<file path="src/rtl/serial_add_sub_if.sv">
// ---------------------------------------------------------------------------
// serial_add_sub_if
//   Handshake and operand/result bundle for the bit-serial adder/subtractor.
//   Clock and reset are not part of the bundle; they stay plain ports.
//
//   start    request, sampled only while the unit is idle
//   op_sub   0: A+B, 1: A-B (sampled with start)
//   a, b     signed operands (sampled with start)
//   busy     high while the operation is in progress
//   done     one-cycle completion pulse
//   result   signed sum/difference, held until the next completion
//   c_out    carry out of the MSB (subtract: 1 = no borrow)
//   overflow signed overflow of the last operation
//
//   master: the controller issuing operations
//   slave : the serial_add_sub unit
// ---------------------------------------------------------------------------
interface serial_add_sub_if #(
  parameter int WIDTH = 8
);
  logic             start;
  logic             op_sub;
  logic [WIDTH-1:0] a;
  logic [WIDTH-1:0] b;
  logic             busy;
  logic             done;
  logic [WIDTH-1:0] result;
  logic             c_out;
  logic             overflow;

  modport master (
    output start, op_sub, a, b,
    input  busy, done, result, c_out, overflow
  );

  modport slave (
    input  start, op_sub, a, b,
    output busy, done, result, c_out, overflow
  );
endinterface

</file>
<file path="src/rtl/serial_add_sub.sv">
// ---------------------------------------------------------------------------
// serial_add_sub
//   Bit-serial signed adder/subtractor. A single full-adder cell is reused
//   for WIDTH cycles, LSB first. Subtraction is done as A + ~B + 1 by
//   inverting B at load time and seeding the carry with 1.
//
//   Ports:
//     clk   rising-edge clock
//     rst   asynchronous, active-high reset
//     bus   serial_add_sub_if.slave (start/op_sub/a/b in;
//           busy/done/result/c_out/overflow out)
//
//   Timing: start seen in IDLE at edge E0 -> RUN for WIDTH edges -> the
//   edge processing bit WIDTH-1 loads the outputs and enters DONE, where
//   done is high for one cycle. One operation per WIDTH+2 cycles.
//
//   Build option: define SERIAL_ADD_SUB_SAT_EN to saturate the result on
//   signed overflow (c_out and overflow still report the raw condition).
//   Without it the result is the wrapped two's-complement value.
// ---------------------------------------------------------------------------
module serial_add_sub #(
  parameter int WIDTH = 8
) (
  input  logic            clk,
  input  logic            rst,
  serial_add_sub_if.slave bus
);

  localparam int CNT_W = (WIDTH > 2) ? $clog2(WIDTH) : 1;

  typedef enum logic [1:0] {
    IDLE = 2'd0,
    RUN  = 2'd1,
    DONE = 2'd2
  } state_e;

  state_e           state_q,    state_d;
  logic [WIDTH-1:0] sa_q,       sa_d;
  logic [WIDTH-1:0] sb_q,       sb_d;
  logic [WIDTH-1:0] acc_q,      acc_d;
  logic [WIDTH-1:0] result_q,   result_d;
  logic [CNT_W-1:0] cnt_q,      cnt_d;
  logic             carry_q,    carry_d;
  logic             c_out_q,    c_out_d;
  logic             overflow_q, overflow_d;

  // Full-adder cell and derived values for the bit currently at sa/sb[0].
  logic             sum_bit;
  logic             carry_next;
  logic             last_bit;
  logic             ovf_now;
  logic [WIDTH-1:0] acc_next;
  logic [WIDTH-1:0] final_result;

  always_comb begin
    sum_bit    = sa_q[0] ^ sb_q[0] ^ carry_q;
    carry_next = (sa_q[0] & sb_q[0]) | (carry_q & (sa_q[0] ^ sb_q[0]));
    acc_next   = {sum_bit, acc_q[WIDTH-1:1]};
    last_bit   = (cnt_q == CNT_W'(WIDTH - 1));
    // On the MSB step carry_q is the carry into bit WIDTH-1.
    ovf_now    = carry_q ^ carry_next;
`ifdef SERIAL_ADD_SUB_SAT_EN
    // On the MSB step sa_q[0] is the sign of A; on overflow both operands
    // share that sign, so it picks the saturation rail.
    if (ovf_now) begin
      final_result = sa_q[0] ? {1'b1, {(WIDTH-1){1'b0}}}
                             : {1'b0, {(WIDTH-1){1'b1}}};
    end else begin
      final_result = acc_next;
    end
`else
    final_result = acc_next;
`endif
  end

  always_comb begin
    // NOTE: every signal gets its hold value first so no path through the
    // case statement can leave it unassigned and infer a latch.
    state_d    = state_q;
    sa_d       = sa_q;
    sb_d       = sb_q;
    acc_d      = acc_q;
    result_d   = result_q;
    cnt_d      = cnt_q;
    carry_d    = carry_q;
    c_out_d    = c_out_q;
    overflow_d = overflow_q;

    unique case (state_q)
      IDLE: begin
        if (bus.start) begin
          sa_d    = bus.a;
          sb_d    = bus.op_sub ? ~bus.b : bus.b;
          carry_d = bus.op_sub;
          acc_d   = '0;
          cnt_d   = '0;
          state_d = RUN;
        end
      end
      RUN: begin
        sa_d    = {1'b0, sa_q[WIDTH-1:1]};
        sb_d    = {1'b0, sb_q[WIDTH-1:1]};
        acc_d   = acc_next;
        carry_d = carry_next;
        cnt_d   = cnt_q + CNT_W'(1);
        if (last_bit) begin
          result_d   = final_result;
          c_out_d    = carry_next;
          overflow_d = ovf_now;
          cnt_d      = '0;
          state_d    = DONE;
        end
      end
      DONE: begin
        state_d = IDLE;
      end
      default: begin
        state_d = IDLE;
      end
    endcase
  end

  always_ff @(posedge clk or posedge rst) begin
    if (rst) begin
      state_q    <= IDLE;
      sa_q       <= '0;
      sb_q       <= '0;
      acc_q      <= '0;
      result_q   <= '0;
      cnt_q      <= '0;
      carry_q    <= 1'b0;
      c_out_q    <= 1'b0;
      overflow_q <= 1'b0;
    end else begin
      // NOTE: non-blocking updates so every flop samples the pre-edge
      // values, independent of statement order.
      state_q    <= state_d;
      sa_q       <= sa_d;
      sb_q       <= sb_d;
      acc_q      <= acc_d;
      result_q   <= result_d;
      cnt_q      <= cnt_d;
      carry_q    <= carry_d;
      c_out_q    <= c_out_d;
      overflow_q <= overflow_d;
    end
  end

  // Status decodes straight from the state register, so reset clears them
  // at once and done is exactly the one cycle spent in DONE.
  assign bus.busy     = (state_q == RUN);
  assign bus.done     = (state_q == DONE);
  assign bus.result   = result_q;
  assign bus.c_out    = c_out_q;
  assign bus.overflow = overflow_q;

endmodule
</file>
<file path="src/flat_wrapper.sv">
// flat-port wrapper written by rule: the top's interface ports become plain ports
module serial_add_sub_flat 
#(
  parameter int WIDTH = 8
)
  (clk, rst, bus_start, bus_op_sub, bus_a, bus_b, bus_busy, bus_done, bus_result, bus_c_out, bus_overflow);
  serial_add_sub_if #(.WIDTH(WIDTH)) bus_i ();
  input  logic clk;
  input  logic rst;
  input wire logic [$bits(bus_i.start)-1:0] bus_start;
  input wire logic [$bits(bus_i.op_sub)-1:0] bus_op_sub;
  input wire logic [$bits(bus_i.a)-1:0] bus_a;
  input wire logic [$bits(bus_i.b)-1:0] bus_b;
  output wire logic [$bits(bus_i.busy)-1:0] bus_busy;
  output wire logic [$bits(bus_i.done)-1:0] bus_done;
  output wire logic [$bits(bus_i.result)-1:0] bus_result;
  output wire logic [$bits(bus_i.c_out)-1:0] bus_c_out;
  output wire logic [$bits(bus_i.overflow)-1:0] bus_overflow;
  assign bus_i.start = bus_start;
  assign bus_i.op_sub = bus_op_sub;
  assign bus_i.a = bus_a;
  assign bus_i.b = bus_b;
  assign bus_busy = bus_i.busy;
  assign bus_done = bus_i.done;
  assign bus_result = bus_i.result;
  assign bus_c_out = bus_i.c_out;
  assign bus_overflow = bus_i.overflow;
  serial_add_sub #(.WIDTH(WIDTH)) u_core (.clk(clk), .rst(rst), .bus(bus_i));
endmodule
</file>
<file path="config.mk">
export PLATFORM = sky130hd
export DESIGN_NAME = serial_add_sub_flat
export DESIGN_NICKNAME = d
export VERILOG_FILES = /design/src/rtl/serial_add_sub_if.sv /design/src/rtl/serial_add_sub.sv /design/src/flat_wrapper.sv
export SDC_FILE = /design/constraint.sdc
export NUM_CORES = 1
export LEC_CHECK = 0
export CORE_UTILIZATION = 35
export CTS_CLUSTER_DIAMETER = 80
export CTS_CLUSTER_SIZE = 40
export DETAILED_ROUTE_END_ITERATION = 6
export PLACE_DENSITY = 0.56
export SETUP_SLACK_MARGIN = 0.1
export SLEW_MARGIN = 20
export SYNTH_ARGS = -nofsm -noshare
export SYNTH_HDL_FRONTEND = slang
export SYNTH_SLANG_ARGS = --single-unit
</file>
<file path="constraint.sdc">
create_clock -name clk -period 2.2 [get_ports clk]
set_clock_uncertainty 0.2 [all_clocks]
set_input_delay 0.22 -clock clk [delete_from_list [all_inputs] [get_ports clk]]
set_output_delay 0.22 -clock clk [all_outputs]
set_load 0.02 [all_outputs]
</file>
======== Yosys cells after proc, flatten, opt, wreduce, memory -nomap -nowiden ========
Index checks and enable logic that the tools add are counted.
Widths: inputs -> output; s select.
word-level totals
  input port bits ......................... 20
  output and inout port bits .............. 12
  register bits after elaboration ......... 40
cells by class
  reduce and logical (&&, ||, !) cells .... 5
  add/sub/neg operators ................... 1
  equality and inequality tests ........... 5
  bitwise logic cells ..................... 7
  muxes and demuxes ....................... 15
operators by type and width
  operator             count
  $pmux 8 s2           3
  $mux 8               4
  $not 8->8            1
  $mux 3               2
  $pmux 3 s2           1
  $reduce_and 2->1     3
  $mux 2               2
  $pmux 2 s2           1
  $add 3x1->3 const B  1
  $eq 3x3->1 const B   1
  $xor 1x1->1          3
  $and 1x1->1          2
  $eq 2x1->1 const B   1
  $eq 2x2->1 const B   1
  $logic_not 2->1      1
  $ne 2x1->1 const B   1
  $ne 2x2->1 const B   1
  $pmux 1 s2           1
  $reduce_bool 2->1    1
  $mux 1               1
  $or 1x1->1           1

======== Longest topological paths before layout ========
  word-level depth ........................ 4
  depth in mapped cells ................... 6
  mapped depth without buffers ............ 5

======== Least setup slack after synthesis ========
No wires, ideal clock.
  path type ............................... register -> register
  start ................................... register u_core.cnt_q[0]
  end ..................................... register u_core.result_q[0] (netlist: u_core.bus.result[0])
  period minus slack after synthesis ...... 1.651 ns
  arrival ................................. 1.323 ns
  slack ................................... 0.549 ns
  path buffers ............................ 1
  data required time ...................... 1.872 ns
  cell stages (with the launch flop) ...... 6
  cells stage by stage .................... dfrtp_1 -> ha_1 -> ha_1 -> nand3b_4 -> buf_6 -> mux2_1
on the way
  word-level cells in the longest chain between the ends .. 2
ends and longest elaborated chain
  element                            RTL line               text
  start, declared                    serial_add_sub.sv:42   logic [CNT_W-1:0] cnt_q, cnt_d;
  start signal, assigned             serial_add_sub.sv:142  cnt_q <= cnt_d;
  $eq 3x3->1                         serial_add_sub.sv:59   last_bit = (cnt_q == CNT_W'(WIDTH - 1));
  $reduce_and 2->1 (no source line)  --
  end signal, assigned               serial_add_sub.sv:141  result_q <= result_d;
  end, declared                      serial_add_sub.sv:41   logic [WIDTH-1:0] result_q, result_d;
No other way between the ends.
A chain may end at the register's enable or synchronous reset.

======== Worst setup path after layout ========
  start ................................... register u_core.state_q[0]
  end ..................................... output bus_done
on the way
  word-level cells in the longest chain between the ends .. 1
ends and longest elaborated chain
  element                 RTL line               text
  start, declared         serial_add_sub.sv:37   state_e state_q, state_d;
  start signal, assigned  serial_add_sub.sv:137  state_q <= state_d;
  $eq 2x2->1              serial_add_sub.sv:152  assign bus.done = (state_q == DONE);
  end, declared           flat_wrapper.sv:15     output wire logic [$bits(bus_i.done)-1:0] bus_done;
No other way between the ends.

==> results.md <==
- First-pass GRT wire length: 5.42 mm
- Part of the power in registers: 0.435
- Hold Fails Final Rpt: 0
- Placement row count: 25
- Post-layout minimum cycle time: 2020 ps
- Register area share after synthesis: 0.564
- Critical Path Sink Type: primary output
- Sw power: 0.000908 W
- Comb pwr share: 0.389
- WP depth: 3
- Largest net degree at the start of global routing: 40
- Switching Fraction: 0.338
- Share of layout cells above drive strength 1: 0.107
- Root Driver: clkbuf_8
- Area occupied by multi-input gates: 658 µm²
- Post-synth EDFFs: 0
- Mapped Nets: 158
- DR vias/cell: 4.98
- Placed Area: 2100 µm²
- Crit Path Category: flop to primary output
- Clock power frac: 0.175
- Total grt overflow: 0
- Total track usage: 0.137
- Routed WL: 3.10 mm
- WP data required: 1780 ps
- Max FO, Critical Path: 8
- Antenna violations before repair: 0
- Int Power: 0.00178 W
- I/O pins: 32
- DR WL/cell: 13.1 µm
- Post-route cell area: 2180 µm²
- Critical path startpoint category: flop
- Crit share post-route: 0.918
- CTS Hold Bufs: 0
- Status: completed
- CP max-delay cell: clkdlybuf4s50_1
- Most used DFF post-synth: dfrtp_1
- Final GP Congestion: 0.748
- FF+latch area: 976 µm²
- Power per cell area: 1230 nW/µm²
- Most common cell after layout, fill and taps aside: dfrtp_1
- CTS buffer count: 5
- Die Ht: 72.3 µm
- Clock tree buffer depth: 2
- Yosys reg bits: 39
- Dpl hpwl: 2.12 mm
- Post-CTS setup buffer count: 0
- Distinct cell type count after synthesis: 29
- Synth area leaders: dfrtp_1 56%, a22o_1 5.1%, mux2_1 4.6%
- Clock sinks: 39
- Area leader, netlist: dfrtp_1
- YS warnings: 0
- Clk slew on worst S/H paths: 80 ps
- Crit-path max cell delay: 610 ps
- Maximum vdd drop: 0.000621 V
- Syn Inst Count: 135
- Routed Antenna Nets: 0
- Vias post-DR: 1176
- Post-layout nets: 191
- Critical path, cell by cell: buf_4 -> nor2_1 -> clkdlybuf4s50_1
- CTS H-tree depth: 2
- Worst-Skew Late Latency: 290 ps
- Relative slew slack: 0.526
- DRT Pass-1 Iters: 4
- Max Transition Viols Final: 0
- Share of the synthesized area in the top cell type: 0.564
- Area Overhead vs Synth: 26.1%
- Avg Inst Size Synth: 12.8 µm²
- Most frequent cells in the layout: 39 x dfrtp_1, 31 x clkdlybuf4s50_1, 10 x nand2_1, 10 x a22o_1
- Post-Syn Area: 1730 µm²
- Remaining DRCs: 0
- Worst Reg-to-Reg Cells: 4
- HP Class: input pin to async pin
- Core Box Area: 4750 µm²
- Leak: 1.00 nW
- Unrepaired setup endpoints after global routing: false
- Detailed Route Iter0 Violations: 48
- Setup-failing EPs final: 0
- WP buf/inv: 2
- Vias in the first global route: 1165
- Antenna fix cells: 0
- Worst-Margin Slew: 710 ps
- Max Fclk: 495 MHz
- CTS tree: done
- Initial Utilization: 0.364
- # fillers: 455
- Buffers on Ports: 31
- Die ar.: 5230 µm²
- Max Cap Viol: 0
- Crit path DAT: 1600 ps
- Post-CTS sizing: 0
- Final setup TNS: 0 ps
- Delay-heaviest family, CP: buffers and inverters
- Synth async-reset ratio: 1.00
- Width of the die: 72.3 µm
power groups by stage:
| stage | Sequential (W) | Clock (W) | Combinational, W |
|---|---|---|---|
| 2_1_floorplan | 0.00123 | 0 | 0.000669 |
| 3_3_place_gp | 0.00118 | 0 | 0.00103 |
| 3_5_place_dp | 0.00118 | 0 | 0.00107 |
| 4_1_cts | 0.00117 | 0.000487 | 0.00106 |
| 5_1_grt | 0.00121 | 0.000515 | 0.00116 |
| 6_report | 0.00117 | 0.000472 | 0.00105 |
through the flow:
| step | hold WS, ps | power [W] | cells | worst slack (ps) | utilization |
|---|---|---|---|---|---|
| 2_1_floorplan | 190 | 0.00190 | 135 | 549 | - |
| 3_3_place_gp | 270 | 0.00221 | 228 | 361 | 0.441 |
| 3_5_place_dp | 270 | 0.00225 | 228 | 315 | 0.441 |
| 4_1_cts | 162 | 0.00272 | 236 | 154 | 0.459 |
| 5_1_grt | 197 | 0.00288 | 236 | 123 | 0.459 |
| 6_report | 136 | 0.00269 | 236 | 180 | 0.459 |
layout make-up:
| cell class | count | share of cell area |
|---|---|---|
| clock buffer | 6 | 0.0333 |
| clock inverter | 2 | 0.00573 |
| inverter | 3 | 0.00516 |
| multi-input combinational | 82 | 0.302 |
| sequential | 39 | 0.447 |
| tap | 67 | 0.0384 |
| timing repair buffer | 37 | 0.169 |
worst reg2reg max path, cell delays in order (launching register included):
cell and delay (ps):
dfrtp_1 410, ha_1 210, ha_1 240, nand3b_4 200, mux2_2 360
cells in the mapped netlist, types with 2 or more instances:
| cell type | n |
|---|---|
| a221o_1 | 6 |
| a22o_1 | 10 |
| a22oi_1 | 8 |
| and3_1 | 6 |
| buf_2 | 4 |
| buf_4 | 2 |
| buf_6 | 4 |
| dfrtp_1 | 39 |
| ha_1 | 2 |
| inv_1 | 3 |
| mux2_1 | 7 |
| mux2_2 | 2 |
| nand2_1 | 10 |
| nor2_1 | 2 |
| o21ai_0 | 7 |
| o21ai_1 | 3 |
| xor2_1 | 8 |
flip-flops by register name, indices dropped and copies added, names as in the netlist:
name	flops
u_core.carry_q	1
u_core.sa_q	8
u_core.sb_q	8
u_core.cnt_q	3
u_core.state_q	2
u_core.bus.c_out	1
u_core.bus.result	8
u_core.acc_q	7
u_core.bus.overflow	1
final timing paths:
| path | slack, ps | to | start |
|---|---|---|---|
| hold / removal | 140 | u_core.bus.result[0] | rst |
| max in group asynchronous | 1310 | u_core.sa_q[7] | rst |
| hold reg to reg | 280 | u_core.sa_q[1] | u_core.sa_q[1] |
| setup reg to reg | 470 | u_core.bus.result[6] | u_core.cnt_q[0] |
| setup / recovery | 180 | bus_done | u_core.state_q[0] |
| min in group clk | 280 | u_core.sa_q[1] | u_core.sa_q[1] |
metal layers:
metal	GRT usage	wire (µm)	vias to the layer above
li1	-	-	553
met1	0.180	1470	586
met5	0	0	-
met2	0.210	1470	32
met3	0.0556	134	5
met4	0.0392	29	0
cell families (layout without fill, tap and decap cells):
logic type	after synthesis	count (layout)	share of synthesized area
flip-flops	39	39	0.564
AO/OA/AOI/OAI	38	38	0.169
AND/OR/NAND/NOR	22	22	0.0752
buffers and inverters	14	48	0.0557
multiplexers	10	10	0.0644
XOR/XNOR	9	9	0.0456
adder cells (fa/ha/maj)	3	3	0.0260
(Power assumes the default switching activity.)
